--- config.mk ---
export PLATFORM = sky130hd
export DESIGN_NAME = ifetch_sequencer
export DESIGN_NICKNAME = d
export VERILOG_FILES = /design/src/rtl/ifetch_sequencer.sv
export SDC_FILE = /design/constraint.sdc
export NUM_CORES = 1
export LEC_CHECK = 0
export ABC_AREA = 1
export BUFFER_PORTS_ARGS = -buffer_cell sky130_fd_sc_hd__clkbuf_2
export CAP_MARGIN = 0
export CORE_MARGIN = 1.5
export CORE_UTILIZATION = 58
export DETAILED_ROUTE_END_ITERATION = 6
export MAX_ROUTING_LAYER = met4
export PLACE_DENSITY = 0.8
export SYNTH_ARGS = -nofsm -noshare
export SYNTH_HDL_FRONTEND = slang
export SYNTH_SLANG_ARGS = --single-unit
--- constraint.sdc ---
create_clock -name i_Clk -period 4.4 [get_ports i_Clk]
set_input_delay 1.1 -clock i_Clk [delete_from_list [all_inputs] [get_ports i_Clk]]
set_output_delay 1.1 -clock i_Clk [all_outputs]
set_load 0.03 [all_outputs]
--- src/rtl/ifetch_sequencer.sv ---
// Instruction-fetch sequencer: owns the PC, issues one memory read per cycle and
// buffers returned words for decode. Optional nop squashing via IFETCH_NOP_SQUASH_EN.
module ifetch_sequencer #(
  parameter logic [31:0] RESET_PC   = 32'h0000_0000,
  parameter int          FIFO_DEPTH = 4,
  parameter int          PTR_W      = 2
) (
  input  logic        i_Clk,
  input  logic        i_Rst_n,
  output logic [31:0] o_MemAddress,
  output logic        o_MemReq,
  input  logic [31:0] i_MemInstruction,
  input  logic        i_Redirect,
  input  logic [31:0] i_RedirectPC,
  input  logic        i_Halt,
  output logic        o_InstrValid,
  output logic [31:0] o_Instruction,
  output logic [31:0] o_InstrPC,
  input  logic        i_InstrReady,
  output logic        o_Idle
);

  typedef enum logic [1:0] {BOOT, RUN, HALTED} state_t;

  state_t           r_state;
  state_t           w_nextState;
  logic [31:0]      r_pc;
  logic [31:0]      r_memAddress;
  logic             r_memReq;
  logic             r_pending;
  logic [31:0]      r_fifoInstr [FIFO_DEPTH];
  logic [31:0]      r_fifoPC    [FIFO_DEPTH];
  logic [PTR_W-1:0] r_wrPtr;
  logic [PTR_W-1:0] r_rdPtr;
  logic [PTR_W:0]   r_count;

  logic             w_respValid;
  logic             w_keep;
  logic             w_push;
  logic             w_pop;
  logic             w_full;
  logic [PTR_W+1:0] w_inUse;
  logic             w_issue;

  assign w_respValid = r_memReq && r_pending;

`ifdef IFETCH_NOP_SQUASH_EN
  assign w_keep = (i_MemInstruction != 32'h0000_0000);
`else
  assign w_keep = 1'b1;
`endif

  // Redirect wins over both the arriving response and any decode pop.
  assign w_push  = w_respValid && w_keep && !i_Redirect;
  assign w_pop   = o_InstrValid && i_InstrReady && !i_Redirect;
  assign w_full  = (r_count == (PTR_W+1)'(FIFO_DEPTH));
  assign w_inUse = (PTR_W+2)'(r_count) + (PTR_W+2)'(r_pending);
  assign w_issue = (r_state == RUN) && !i_Halt && !i_Redirect &&
                   (w_inUse < (PTR_W+2)'(FIFO_DEPTH));

  always_comb begin
    w_nextState = r_state;
    case (r_state)
      BOOT:    w_nextState = RUN;
      RUN:     if (i_Halt && !i_Redirect) w_nextState = HALTED;
      HALTED:  if (i_Redirect || !i_Halt) w_nextState = RUN;
      default: w_nextState = BOOT;
    endcase
  end

  always_ff @(posedge i_Clk or negedge i_Rst_n) begin
    if (!i_Rst_n) begin
      r_state      <= BOOT;
      r_pc         <= RESET_PC;
      r_memAddress <= RESET_PC;
      r_memReq     <= 1'b0;
      r_pending    <= 1'b0;
    end else begin
      r_state  <= w_nextState;
      r_memReq <= w_issue;
      if (i_Redirect) begin
        r_pc <= {i_RedirectPC[31:2], 2'b00};
      end else if (w_issue) begin
        r_pc <= r_pc + 32'd4;
      end
      if (w_issue) begin
        r_memAddress <= r_pc;
      end
      if (w_issue) begin
        r_pending <= 1'b1;
      end else if (w_respValid || i_Redirect) begin
        r_pending <= 1'b0;
      end
    end
  end

  always_ff @(posedge i_Clk or negedge i_Rst_n) begin
    if (!i_Rst_n) begin
      r_wrPtr <= '0;
      r_rdPtr <= '0;
      r_count <= '0;
    end else if (i_Redirect) begin
      r_wrPtr <= '0;
      r_rdPtr <= '0;
      r_count <= '0;
    end else begin
      if (w_push) r_wrPtr <= r_wrPtr + PTR_W'(1);
      if (w_pop)  r_rdPtr <= r_rdPtr + PTR_W'(1);
      case ({w_push, w_pop})
        2'b10:   r_count <= r_count + (PTR_W+1)'(1);
        2'b01:   r_count <= r_count - (PTR_W+1)'(1);
        default: r_count <= r_count;
      endcase
    end
  end

  // Storage needs no reset: outputs are masked while the buffer is empty.
  always_ff @(posedge i_Clk) begin
    if (w_push) begin
      r_fifoInstr[r_wrPtr] <= i_MemInstruction;
      r_fifoPC[r_wrPtr]    <= r_memAddress;
    end
  end

  always_comb begin
    o_Instruction = '0;
    o_InstrPC     = '0;
    if (o_InstrValid) begin
      o_Instruction = r_fifoInstr[r_rdPtr];
      o_InstrPC     = r_fifoPC[r_rdPtr];
    end
  end

  assign o_InstrValid = (r_count != '0);
  assign o_MemReq     = r_memReq;
  assign o_MemAddress = r_memAddress;
  assign o_Idle       = (r_state == HALTED) && (r_count == '0) && !r_pending;

  // The issue credit must make a push into a full buffer impossible.
  assert property (@(posedge i_Clk) disable iff (!i_Rst_n) !(w_push && !w_pop && w_full));

endmodule

Yosys cells after proc, flatten, opt, wreduce, memory -nomap -nowiden
Memories as Yosys holds them, arrays and structs flattened.
Index checks and enable logic that the tools add are counted.
W data, S select, Z words.
{"block": "op_classes", "muxes": 17, "order_cmp": 1, "reduce_logical": 24, "n_eq_ne": 6, "n_addsub": 6}
{"op": "$mux W32", "n": 4}
{"op": "$add A32 B3 Y32 const B", "n": 1}
{"op": "$mux W2", "n": 6}
{"op": "$logic_and A1 B1 Y1", "n": 10}
{"op": "$reduce_bool A2 Y1", "n": 4}
{"op": "$pmux W2 S3", "n": 1}
{"op": "$pmux W3 S2", "n": 1}
{"op": "$reduce_bool A3 Y1", "n": 2}
{"op": "$add A2 B1 Y2 const B", "n": 2}
{"op": "$add A3 B1 Y4", "n": 1}
{"op": "$eq A2 B1 Y1 const B", "n": 2}
{"op": "$eq A2 B2 Y1 const B", "n": 2}
{"op": "$lt A4 B3 Y1 const B", "n": 1}
{"op": "$mux W1", "n": 4}
{"op": "$add A3 B1 Y3 const B", "n": 1}
{"op": "$logic_not A1 Y1", "n": 3}
{"op": "$logic_not A3 Y1", "n": 1}
{"op": "$mux W3", "n": 1}
{"op": "$sub A3 B1 Y3 const B", "n": 1}
{"op": "$logic_not A2 Y1", "n": 1}
{"op": "$logic_or A1 B1 Y1", "n": 2}
{"op": "$ne A2 B1 Y1 const B", "n": 1}
{"op": "$ne A2 B2 Y1 const B", "n": 1}
{"op": "$reduce_and A2 Y1", "n": 1}
{"block": "totals", "ramBits": 256, "output_inout_bits": 99, "word_cells": 64, "mem_count": 2, "in_bits": 69, "regBits": 75}
{"name": "r_fifoInstr", "depth": 4, "word_bits": 32, "read_ports": 1, "rd_clocked_by_memory_dff": 0, "wr": 1, "line_no": "31", "source": "logic [31:0] r_fifoInstr [FIFO_DEPTH];"}
{"name": "r_fifoPC", "depth": 4, "word_bits": 32, "read_ports": 1, "rd_clocked_by_memory_dff": 0, "wr": 1, "line_no": "32", "source": "logic [31:0] r_fifoPC [FIFO_DEPTH];"}

Logic depth before layout (Yosys ltp)
{"block": "logic_depth", "ltp_word": 6, "depth_mapped": 10, "mapped_depth_nobuf": 10}

Worst setup path before layout
No wires, ideal clock.
{"block": "synth_path", "path_type": "input to register", "startpoint": "input port i_Redirect", "endpoint": "memory r_fifoInstr[0][0] (enable)", "slack_ps": -218, "n_path_buf": 1, "setup_time_ps": 482, "arrival_time_ps": 4136, "path_stages": 4, "required_time_ps": 3918, "cell_sequence": "buf_2 nor2_1 inv_1 nor2_1"}
{"block": "synth_between", "elab_chain_cells": 4}
{"item": "start: declaration", "line_no": "13", "source": "input logic i_Redirect,"}
{"item": "$logic_not A1 Y1", "line_no": "54", "source": "assign w_push = w_respValid && w_keep && !i_Redirect;"}
{"item": "$logic_and A1 B1 Y1", "line_no": "54"}
{"item": "$mux W1", "line_no": "119", "source": "if (w_push) begin"}
{"item": "$mux W1 (not written as such)", "line_no": "120", "source": "r_fifoInstr[r_wrPtr] <= i_MemInstruction;"}
{"item": "end: declaration", "line_no": "31"}
Every way passes these cells.

Worst setup path in the final report
{"block": "layout_path", "startpoint": "register r_rdPtr[0]", "endpoint": "output port o_InstrPC[22]"}
{"block": "layout_between", "elab_chain_cells": 2}
{"item": "start: declaration", "line_no": "34", "source": "logic [PTR_W-1:0] r_rdPtr;"}
{"item": "start signal: assignment", "line_no": "108", "source": "if (w_pop) r_rdPtr <= r_rdPtr + PTR_W'(1);"}
{"item": "$mem_v2 Z4 W32"}
{"item": "$mux W32", "line_no": "128", "source": "if (o_InstrValid) begin"}
{"item": "end: declaration", "line_no": "18", "source": "output logic [31:0] o_InstrPC,"}
Every way passes these cells.

==> results.cfg <==
[setup_path]
crit_arrival_ns = 2.99
endpoint_kind = output port
crit_path_max_incr_delay_ns = 0.80
slowest_stage = dfrtp_4
crit_fanout = 94
worst-r2r-cell-count = 8
r2r_end = r_pc[24]
critPathKind = reg2out
worstPathCellList = clkinv_2, buf_12, o21ai_0, a21oi_1, clkbuf_2
rr_startpoint = r_state[1]
required_ns = 3.30
worst-r2r-setup-slack_ns = 2.51
worstSetupStartpointType = register

[power_and_ir_drop]
vdd_drop_max_uv = 377
leakage_nw = 6.22
powerDensity_nw_per_um2 = 602
total_power_w = 0.00948

[sta]
max_freq_ghz = 0.245
tightest_slew_ns = 0.815
whs_ns = 0.493
worst_clock_skew_ns = 0.00740
hold_viol_final = 0
finalCritPeriodShare = 0.929
setup_violations = 0
setup_ws_ns = 0.313
drv_slew = 0
relSlewSlack = 0.457
rsz0062_at_grt = no
period_needed_ns = 4.09

[final_layout]
drive_above_1_share = 0.184
area_growth_pct = 16.1
diodes = 0
fin_nets = 1492
final_common_cell = nor2_1
final_util = 0.691
nFillCells = 1631
layout_common_cells = 305 x nor2_1, 248 x edfxtp_1, 165 x nand2_1

[synth]
async_flop_share = 0.223
avgSynthCellArea_sq_um = 10.7
yosys_register_bits = 319
synthDistinctLibCells = 34
synth.yosys.seq_area_share = 0.680
yosysWarnings = 0
ys_dominant_reg_cell = edfxtp_1
synth_edf_count = 248
synthCells = 1271
synth_area_sq_um = 13600

[floorplan]
core_region_area_sq_um = 22800
num_io_pins = 168
die_h_um = 156
die_w_um = 156
placementRows = 55
initial_utilization = 0.595
die-area_sq_um = 24300

[place]
port_buffers = 161
pre_cts_ws_ns = 0.961
place_hpwl_um = 17600
gp_congestion = 0.933

[clock_network]
clockRootBuffer = clkbuf_16
postCtsHoldBufs = 0
cts_tree = done
clockBufferDepth = 3
htreeDepth = 1
cts.clk_slew.worst_paths_ns = 0.06
cts_buffers = 31
post_cts_resize_count = 0
cts_setup_buffers = 0
cts.sinks = 319
clock_latency_ns = 0.54

[routing]
wl_um = 30100
drtIter0Drc = 751
vias = 9645
ant_nets = 0
drc = 0
routedWlPerCell_um = 17.1
dr.pass1.iters = 5
avgViaCountPerCell = 5.50

[outcome]
status = complete, no violations

[global_routing]
antenna_found_initial = 0
gr-usage-all-layers = 0.254
grt_max_degree = 95
first_global_vias = 9246
grt-ovfl-total = 0
grt_pass1_wl_um = 46700

[flow_run]
cap_violations = 0

[min_path]
hold_path.class = in2async
==> metrics by stage <==
step,cell area [sq um],setup TNS [ns],instances
final,15700,0,1754
after global routing,15700,0,1754
after CTS,15700,0,1754
after detailed placement,14600,0,1697
after global placement,14600,0,1697
after floorplan,13600,-54.11,1274
==> cell families (layout without fill, tap and decap cells) <==
family	count (synthesis)	after routing	synth area share
DFF	319	319	0.680
other	1	4	0.000277
and+or+nand+nor	570	570	0.176
buffers and inverters	132	299	0.0440
adders and majority gates	6	6	0.00609
AOI/OAI and AO/OA	235	235	0.0880
xor gates and xnor gates	8	8	0.00517
==> worst max-delay path by stage <==
stage / from / endpoint / slack [ns] / cells after the start
2_1_floorplan: i_Redirect / r_fifoInstr[0][0] / -0.22 / 4
3_3_place_gp: r_rdPtr[0] / o_InstrPC[12] / 1.06 / 5
3_5_place_dp: r_rdPtr[0] / o_InstrPC[22] / 0.96 / 5
4_1_cts: r_rdPtr[0] / o_InstrPC[22] / 0.37 / 5
5_1_grt: r_rdPtr[0] / o_InstrPC[22] / 0.15 / 5
6_report: r_rdPtr[0] / o_InstrPC[22] / 0.31 / 5
==> final cells by class <==
cell class              instances  area, sq um  share of cell area
clock buffers                  50          981              0.0623
inverters                      66          250              0.0159
repair buffers                176          993              0.0631
clock inverters                 7          114             0.00723
multi-input cells             823         3780               0.240
well taps                     313          392              0.0249
flip-flops and latches        319         9230               0.586
==> layer usage <==
metal	global-route usage	wire (um)	vias up
met4	0.0844	799	0
met1	0.318	12300	4599
met2	0.423	14700	386
met3	0.0431	2210	56
li1	-	-	4604
met5	-	0	-
==> synthesized netlist by cell type (all sizes together), types with 7 or more instances <==
library cell | n | area, sq um
o21ai | 164 | 821
nand2 | 175 | 682
nor2 | 325 | 1300
xor2 | 8 | 70.1
a21oi | 64 | 320
dfrtp | 71 | 1780
clkbuf | 28 | 109
buf | 38 | 238
nand3 | 49 | 263
inv | 64 | 240
o211ai | 7 | 52.6
nand3b | 10 | 75.1
edfxtp | 248 | 7450
==> critical path: cells and delay by family (launching register included) <==
kind,cells,cell delay (ns)
flip-flops,1,0.80
AO/OA/AOI/OAI,2,0.41
buffers and inverters,3,1.16
==> registers in the layout, indices dropped and copies added, names as in the netlist <==
register	count
r_fifoInstr	128
r_count	3
r_rdPtr	2
r_fifoPC	120
o_MemReq	1
r_pc	30
r_state	2
o_MemAddress	30
r_pending	1
r_wrPtr	2
==> power by group <==
group          internal [W]  switching (W)  leakage [nW]
clock network       0.00169        0.00105         0.538
logic              0.000701        0.00205          2.57
registers           0.00361       0.000383          3.11
No activity file was read; power rests on OpenSTA's default activity.
